--- src/rtl/cpu_pkg.sv ---
// cpu_pkg: shared encodings for the LEGv8 execute stage
package cpu_pkg;
    typedef enum logic [2:0] {
        ALU_PASS_B     = 3'b000,
        ALU_PASS_B_ALT = 3'b001,
        ALU_ADD        = 3'b010,
        ALU_SUB        = 3'b011,
        ALU_AND        = 3'b100,
        ALU_OR         = 3'b101,
        ALU_XOR        = 3'b110,
        ALU_MUL        = 3'b111
    } alu_op_t;
    typedef enum logic [1:0] {BR_NONE, BR_UNCOND, BR_CBZ, BR_LT} br_mode_t;
    typedef enum logic [1:0] {FWD_RF, FWD_MEM, FWD_WB, FWD_RF_ALT} fwd_sel_t;
    typedef enum logic {EX_IDLE, EX_MUL} ex_state_t;
    localparam int FLAG_N = 3;
    localparam int FLAG_Z = 2;
    localparam int FLAG_V = 1;
    localparam int FLAG_C = 0;
endpackage

--- src/rtl/seq_multiplier.sv ---
// seq_multiplier: iterative shift-add multiplier, one multiplier bit per cycle.
// done is high during the last iteration; product then holds the final low WIDTH bits.
module seq_multiplier #(
    parameter int WIDTH = 64
) (
    input  logic             clk,
    input  logic             reset,
    input  logic             start,
    input  logic             abort,
    input  logic [WIDTH-1:0] a,
    input  logic [WIDTH-1:0] b,
    output logic             done,
    output logic [WIDTH-1:0] product
);
    localparam int CW = $clog2(WIDTH);
    logic [WIDTH-1:0] acc, mcand, mplier;
    logic [CW-1:0] cnt;
    logic busy;
    assign product = acc + (mplier[0] ? mcand : '0);
    assign done = busy && cnt == CW'(WIDTH - 1);
    always_ff @(posedge clk) begin
        if (reset) begin
            busy <= 1'b0;
            cnt <= '0;
            acc <= '0;
            mcand <= '0;
            mplier <= '0;
        end else if (abort) begin
            busy <= 1'b0;
            cnt <= '0;
        end else if (start) begin
            busy <= 1'b1;
            cnt <= '0;
            acc <= '0;
            mcand <= a;
            mplier <= b;
        end else if (busy) begin
            acc <= product;
            mcand <= mcand << 1;
            mplier <= mplier >> 1;
            cnt <= cnt + CW'(1);
            busy <= !done;
        end
    end
endmodule

--- src/rtl/ex_stage_pipe.sv ---
// ex_stage_pipe: pipelined LEGv8 execute stage with forwarding, registered EX/MEM
// output under valid/ready, persistent NZVC flags and an optional iterative multiplier.
module ex_stage_pipe
    import cpu_pkg::*;
#(
    parameter int WIDTH    = 64,
    parameter int BR_SHIFT = 2,
    parameter bit MUL_EN   = 1
) (
    input  logic             clk,
    input  logic             reset,
    input  logic             in_valid,
    output logic             in_ready,
    input  logic [WIDTH-1:0] read_data1,
    input  logic [WIDTH-1:0] read_data2,
    input  logic [WIDTH-1:0] pc,
    input  logic [WIDTH-1:0] imm,
    input  logic [WIDTH-1:0] br_offset,
    input  logic [2:0]       alu_op,
    input  logic             alu_src,
    input  logic             set_flags,
    input  logic [1:0]       br_mode,
    input  logic [1:0]       fwd_a_sel,
    input  logic [1:0]       fwd_b_sel,
    input  logic [WIDTH-1:0] mem_fwd,
    input  logic [WIDTH-1:0] wb_fwd,
    input  logic             flush,
    output logic             out_valid,
    input  logic             out_ready,
    output logic [WIDTH-1:0] alu_result,
    output logic [WIDTH-1:0] store_data,
    output logic [WIDTH-1:0] br_target,
    output logic             branch_taken,
    output logic [3:0]       flags
);
    ex_state_t state, state_next;
    logic [WIDTH-1:0] op_a, op_b_fwd, op_b, alu_res, prod, target;
    logic [WIDTH-1:0] held_store, held_target;
    logic [WIDTH:0] add_full, sub_full;
    logic [3:0] res_flags;
    logic cout, ovf, is_mul, accept, load_alu, load_mul, mul_done, taken, held_taken;

    assign op_a = fwd_a_sel == FWD_MEM ? mem_fwd : fwd_a_sel == FWD_WB ? wb_fwd : read_data1;
    assign op_b_fwd = fwd_b_sel == FWD_MEM ? mem_fwd : fwd_b_sel == FWD_WB ? wb_fwd : read_data2;
    assign op_b = alu_src ? imm : op_b_fwd;
    assign target = pc + (br_offset << BR_SHIFT);
    assign is_mul = MUL_EN && alu_op == ALU_MUL;
    // B.LT reads the flags register as it stood before this instruction.
    assign taken = br_mode == BR_UNCOND ? 1'b1 :
                   br_mode == BR_CBZ    ? op_b_fwd == '0 :
                   br_mode == BR_LT     ? flags[FLAG_N] ^ flags[FLAG_V] : 1'b0;

    assign in_ready = !reset && state == EX_IDLE && (!out_valid || out_ready) && !flush;
    assign accept = in_valid && in_ready;
    assign load_alu = accept && !is_mul;
    assign load_mul = state == EX_MUL && mul_done && !flush;

    assign add_full = {1'b0, op_a} + {1'b0, op_b};
    assign sub_full = {1'b0, op_a} - {1'b0, op_b};

    always_comb begin
        alu_res = op_b;
        cout = 1'b0;
        ovf = 1'b0;
        case (alu_op_t'(alu_op))
            ALU_ADD: begin
                alu_res = add_full[WIDTH-1:0];
                cout = add_full[WIDTH];
                ovf = op_a[WIDTH-1] == op_b[WIDTH-1] && alu_res[WIDTH-1] != op_a[WIDTH-1];
            end
            ALU_SUB: begin
                alu_res = sub_full[WIDTH-1:0];
                cout = !sub_full[WIDTH];
                ovf = op_a[WIDTH-1] != op_b[WIDTH-1] && alu_res[WIDTH-1] != op_a[WIDTH-1];
            end
            ALU_AND: alu_res = op_a & op_b;
            ALU_OR:  alu_res = op_a | op_b;
            ALU_XOR: alu_res = op_a ^ op_b;
            default: alu_res = op_b;
        endcase
    end

    always_comb begin
        res_flags = '0;
        res_flags[FLAG_N] = alu_res[WIDTH-1];
        res_flags[FLAG_Z] = alu_res == '0;
        res_flags[FLAG_V] = ovf;
        res_flags[FLAG_C] = cout;
    end

    always_comb begin
        state_next = state;
        if (flush)
            state_next = EX_IDLE;
        else if (state == EX_IDLE && accept && is_mul)
            state_next = EX_MUL;
        else if (state == EX_MUL && mul_done)
            state_next = EX_IDLE;
    end

    always_ff @(posedge clk) begin
        if (reset)
            state <= EX_IDLE;
        else
            state <= state_next;
    end

    always_ff @(posedge clk) begin
        if (reset) begin
            out_valid <= 1'b0;
            alu_result <= '0;
            store_data <= '0;
            br_target <= '0;
            branch_taken <= 1'b0;
            flags <= '0;
            held_store <= '0;
            held_target <= '0;
            held_taken <= 1'b0;
        end else begin
            if (flush) begin
                out_valid <= 1'b0;
            end else if (load_alu) begin
                out_valid <= 1'b1;
                alu_result <= alu_res;
                store_data <= op_b_fwd;
                br_target <= target;
                branch_taken <= taken;
            end else if (load_mul) begin
                out_valid <= 1'b1;
                alu_result <= prod;
                store_data <= held_store;
                br_target <= held_target;
                branch_taken <= held_taken;
            end else if (out_ready) begin
                out_valid <= 1'b0;
            end
            if (load_alu && set_flags)
                flags <= res_flags;
            // Side results of a multiply are captured at accept and released on completion.
            if (accept && is_mul) begin
                held_store <= op_b_fwd;
                held_target <= target;
                held_taken <= taken;
            end
        end
    end

    seq_multiplier #(.WIDTH(WIDTH)) u_mul (
        .clk(clk),
        .reset(reset),
        .start(accept && is_mul),
        .abort(flush),
        .a(op_a),
        .b(op_b),
        .done(mul_done),
        .product(prod)
    );
endmodule
--- config.mk ---
export PLATFORM = sky130hd
export DESIGN_NAME = ex_stage_pipe
export DESIGN_NICKNAME = d
export VERILOG_FILES = /design/src/rtl/cpu_pkg.sv /design/src/rtl/seq_multiplier.sv /design/src/rtl/ex_stage_pipe.sv
export SDC_FILE = /design/constraint.sdc
export NUM_CORES = 2
export LEC_CHECK = 0
export CELL_PAD_IN_SITES_DETAIL_PLACEMENT = 1
export CELL_PAD_IN_SITES_GLOBAL_PLACEMENT = 2
export CORE_MARGIN = 8
export CORE_UTILIZATION = 31
export CTS_CLUSTER_DIAMETER = 60
export DETAILED_ROUTE_END_ITERATION = 10
export GPL_TIMING_DRIVEN = 0
export PLACE_DENSITY_LB_ADDON = 0.2
export SETUP_SLACK_MARGIN = 0.3
export SLEW_MARGIN = 20
export SYNTH_ARGS = -nofsm -noshare
export SYNTH_HDL_FRONTEND = slang
export SYNTH_SLANG_ARGS = --single-unit
--- constraint.sdc ---
create_clock -name clk -period 7.8 [get_ports clk]
set_input_delay 1.56 -clock clk [delete_from_list [all_inputs] [get_ports clk]]
set_output_delay 1.56 -clock clk [all_outputs]
set_load 0.03 [all_outputs]
==> results.md <==
* Outcome: completed
* Max clock buf depth at 3
* Slew HR at 8.880%
* Cell mode on critical path: buf_2
* Clk pin slew, worst setup/hold paths at 60 ps
* CP max stage cell: buf_1
* Net count after synthesis at 7336
* CP top delay family: buffers and inverters
* Max incr delay on CP at 780 ps
* CP startpoint kind: input pin
* Seq cells post-synth at 527
* DRT antenna net count at 0
* Share of cells above drive strength 1 at 9.346%
* P&R area growth vs syn at 31.50%
* Final wirelength at 340.9 mm
* Min Tclk post-route at 7608 ps
* Setup-failing EPs final at 0
* Data arrival time of the worst path at 8190 ps
* GPL Wtd Cong at 1.028
* H-Tree Level Count at 3
* TritonCTS clock tree: done
* Port bufs at 655
* Root Buffer: clkbuf_16
* Pleak at 22.88 nW
* Fraction of registers with async set/reset at 0%
* DRC viols at 0
* Synth Cell Area at 45810 um2
* Starting Density at 31.10%
* GRT overflow at 0
* Post-DR vias/cell at 6.213
* Vias in the first global route at 57580
* Full die area at 160300 um2
* Power per cell area at 181.3 nW/um2
* EDFF count, synth at 0
* Fmax at 0.1314 GHz
* DR vias at 58280
* Clock share of power at 32.7%
* Reg power frac at 25.9%
* Rows at 141
* CP Cell Sequence: clkdlybuf4s50_1, buf_2, clkinv_1, nand2_1, buf_2, clkbuf_2, buf_2, buf_1, clkbuf_2, o221ai_1, o21ai_4, nand4_1, nor4_4, nand4_1, o31ai_2
* Total power at 0.01092 W
* Final WS setup at 192.5 ps
* RSZ-0062 raised after global routing: yes
* Hold Crit Class: reg -> reg
* Combinational share of power at 41.4%
* Max IR drop VDD at 0.1333 mV
* Hold_buf cts at 0
* Req. time, crit path at 8380 ps
* Pre-CTS WS at -4045 ps
* Total GRT Usage at 39.85%
* Top_reg_cell synth: dfxtp_1
* Reg2reg start: u_mul.mplier[0]
* # placed instances at 9174
* Post-DP HPWL at 278.8 mm
* Distinct cell type count after synthesis at 99
* Die Wd at 400.4 um
* CP max FO at 10
* Crit. End Element: flip-flop
* Non-filler instance count after layout at 9380
* WS Path Type: in -> reg
* Switching portion of total power at 42.48%
* Int Pwr at 0.006282 W
* Final Cycle Share at 97.53%
* First-pass GRT wire length at 461.9 mm
* Worst hold path startpoint: held_target[24]
* Num CTS Buffers at 74
* Initial antenna violation count at 65
* Max-Cap Viols at 0
* P_sw at 0.004639 W
* Max Transition Viols Final at 0
* Die Ht at 400.4 um
* Synth warnings at 0
* Fin Setup TNS at 0 ps
* Mapped Cells at 6537
* Sequential element share of the synthesized area at 23.03%
* Fillers at 18220
* Fin Clk Skew at 46.49 ps
* Nets@finish at 8169
* Final Hold Viols at 0
* Crit path from: alu_op[2]
* Largest net degree at the start of global routing at 12
* Initial DRC Count at 5979
* Avg WL per Cell at 36.34 um
* CP bufs+invs at 8
* Clock Latency Late Sink at 690 ps
* Worst Max-Slew Pin Slew at 1367 ps
* Synthesized area per cell at 7.008 um2
* Core Region at 147300 um2
* Clock sinks at 527
* Io pins at 663
* Drt first pass iters at 5
-- cells in the mapped netlist (26+ instances only) --
cell	number	area, um2
nand2_1	1142	4287
a21oi_1	690	3453
nor2_1	633	2376
dfxtp_1	527	10550
clkbuf_1	409	1535
o21ai_0	352	1762
ha_1	331	4141
a211oi_1	236	1772
inv_1	230	863.3
a311oi_1	187	1638
mux2i_1	144	1441
a21o_1	124	930.9
and3_1	121	757.0
nor2b_1	113	706.9
xnor2_1	99	867.1
nand3_1	92	460.4
and2_1	86	538.0
nand4_1	72	450.4
nor3_1	69	345.3
mux2_2	62	698.2
xor2_1	55	481.7
a31oi_1	48	300.3
o21bai_1	44	330.3
o31ai_1	44	330.3
buf_1	43	161.4
nor4_1	42	262.8
a221oi_1	41	359.1
buf_2	35	175.2
o21a_1	34	255.2
nand2b_1	32	200.2
o211ai_1	30	225.2
o22ai_1	30	187.7
or3_1	26	162.7
-- sequential cells by signal (all words and copies together) (netlist names), 4 cells and up --
| name | cells |
|---|---|
| held_target | 64 |
| br_target | 64 |
| held_store | 64 |
| u_mul.acc | 64 |
| u_mul.mcand | 64 |
| alu_result | 64 |
| u_mul.mplier | 64 |
| u_mul.cnt | 6 |
| flags | 4 |
| store_data | 64 |
-- tightest hold or removal path, stage by stage, from the launching register on --
cell	delay (ps)
dfxtp_1	310
nand2_1	50
a21oi_1	50
-- cells by family (layout without fill, tap and decap cells) --
| logic type | after synthesis | after routing | share of synthesized area (%) |
|---|---|---|---|
| flip-flops | 527 | 527 | 23.03 |
| AO/OA/AOI/OAI | 2092 | 2092 | 29.78 |
| multiplexers | 207 | 207 | 4.695 |
| AND/OR/NAND/NOR | 2496 | 2496 | 24.23 |
| buffers and inverters | 726 | 1615 | 6.112 |
| other | 0 | 24 | 0 |
| adder cells (fa/ha/maj) | 335 | 335 | 9.215 |
| XOR/XNOR | 154 | 154 | 2.944 |
-- routing by layer --
metal | routed length (um) | vias to the layer above | GRT usage, % | share of wire (%)
li1 | - | 25100 | - | -
met1 | 135700 | 29180 | 49.11 | 40
met2 | 146100 | 3108 | 61.17 | 43
met3 | 32550 | 843 | 10.86 | 9.5
met4 | 26120 | 48 | 25.48 | 7.7
met5 | 331 | - | 0 | 0.097
-- final timing paths --
kind,end,slack (ps),cells past startpoint
hold reg to reg,held_target[24],460,2
setup / recovery,flags[2],190,15
hold / removal,held_target[24],460,2
setup reg to reg,alu_result[54],1490,18
-- placed cells by master (no fill, tap or decap), drive strengths merged, types with 181 or more instances in the layout --
| cell type | count |
|---|---|
| a211oi | 240 |
| nand2 | 1142 |
| a21oi | 692 |
| ha | 331 |
| dfxtp | 527 |
| buf | 181 |
| inv | 241 |
| clkdlybuf4s50 | 655 |
| o21ai | 366 |
| a311oi | 187 |
| clkbuf | 517 |
| nor2 | 634 |
-- repair_timing --
| action | 4_1_cts | 5_1_grt |
|---|---|---|
| setup endpoints to repair | 62 | 15 |
| pin swaps | 18 | 19 |
| setup buffers | 28 | 22 |
| gates resized for setup | 291 | 167 |
-- power groups by stage --
stage / clock network [W] / logic [W] / registers [W]
after global placement: 0 / 0.00395 / 0.00289
after CTS: 0.00357 / 0.00425 / 0.00283
after global routing: 0.00369 / 0.00464 / 0.00283
after floorplan: 0 / 0.00198 / 0.00296
after detailed placement: 0 / 0.00406 / 0.00289
final: 0.00357 / 0.00452 / 0.00283
-- through the flow --
stage / utilization, % / area (um2) / hold WS, ps
after global routing: 40.86 / 60200 / 469.5
final: 40.90 / 60250 / 455.5
after CTS: 40.38 / 59480 / 448.3
after floorplan: - / 45810 / 432.1
after detailed placement: 37.84 / 55740 / 450.1
after global placement: 37.19 / 54790 / 439.8
-- area by class of cell --
| type | instances | area [um2] | share of cell area [%] |
|---|---|---|---|
| inverter | 232 | 878.3 | 1.458 |
| antenna | 24 | 60.06 | 0.09969 |
| timing repair buffer | 757 | 7702 | 12.78 |
| multi-input combinational | 5284 | 33940 | 56.34 |
| clock inverter | 29 | 340.3 | 0.5649 |
| buffer | 494 | 2207 | 3.663 |
| clock buffer | 103 | 2151 | 3.570 |
| tap | 1930 | 2415 | 4.008 |
| sequential | 527 | 10550 | 17.51 |
Power figures use the tool's default switching activity.
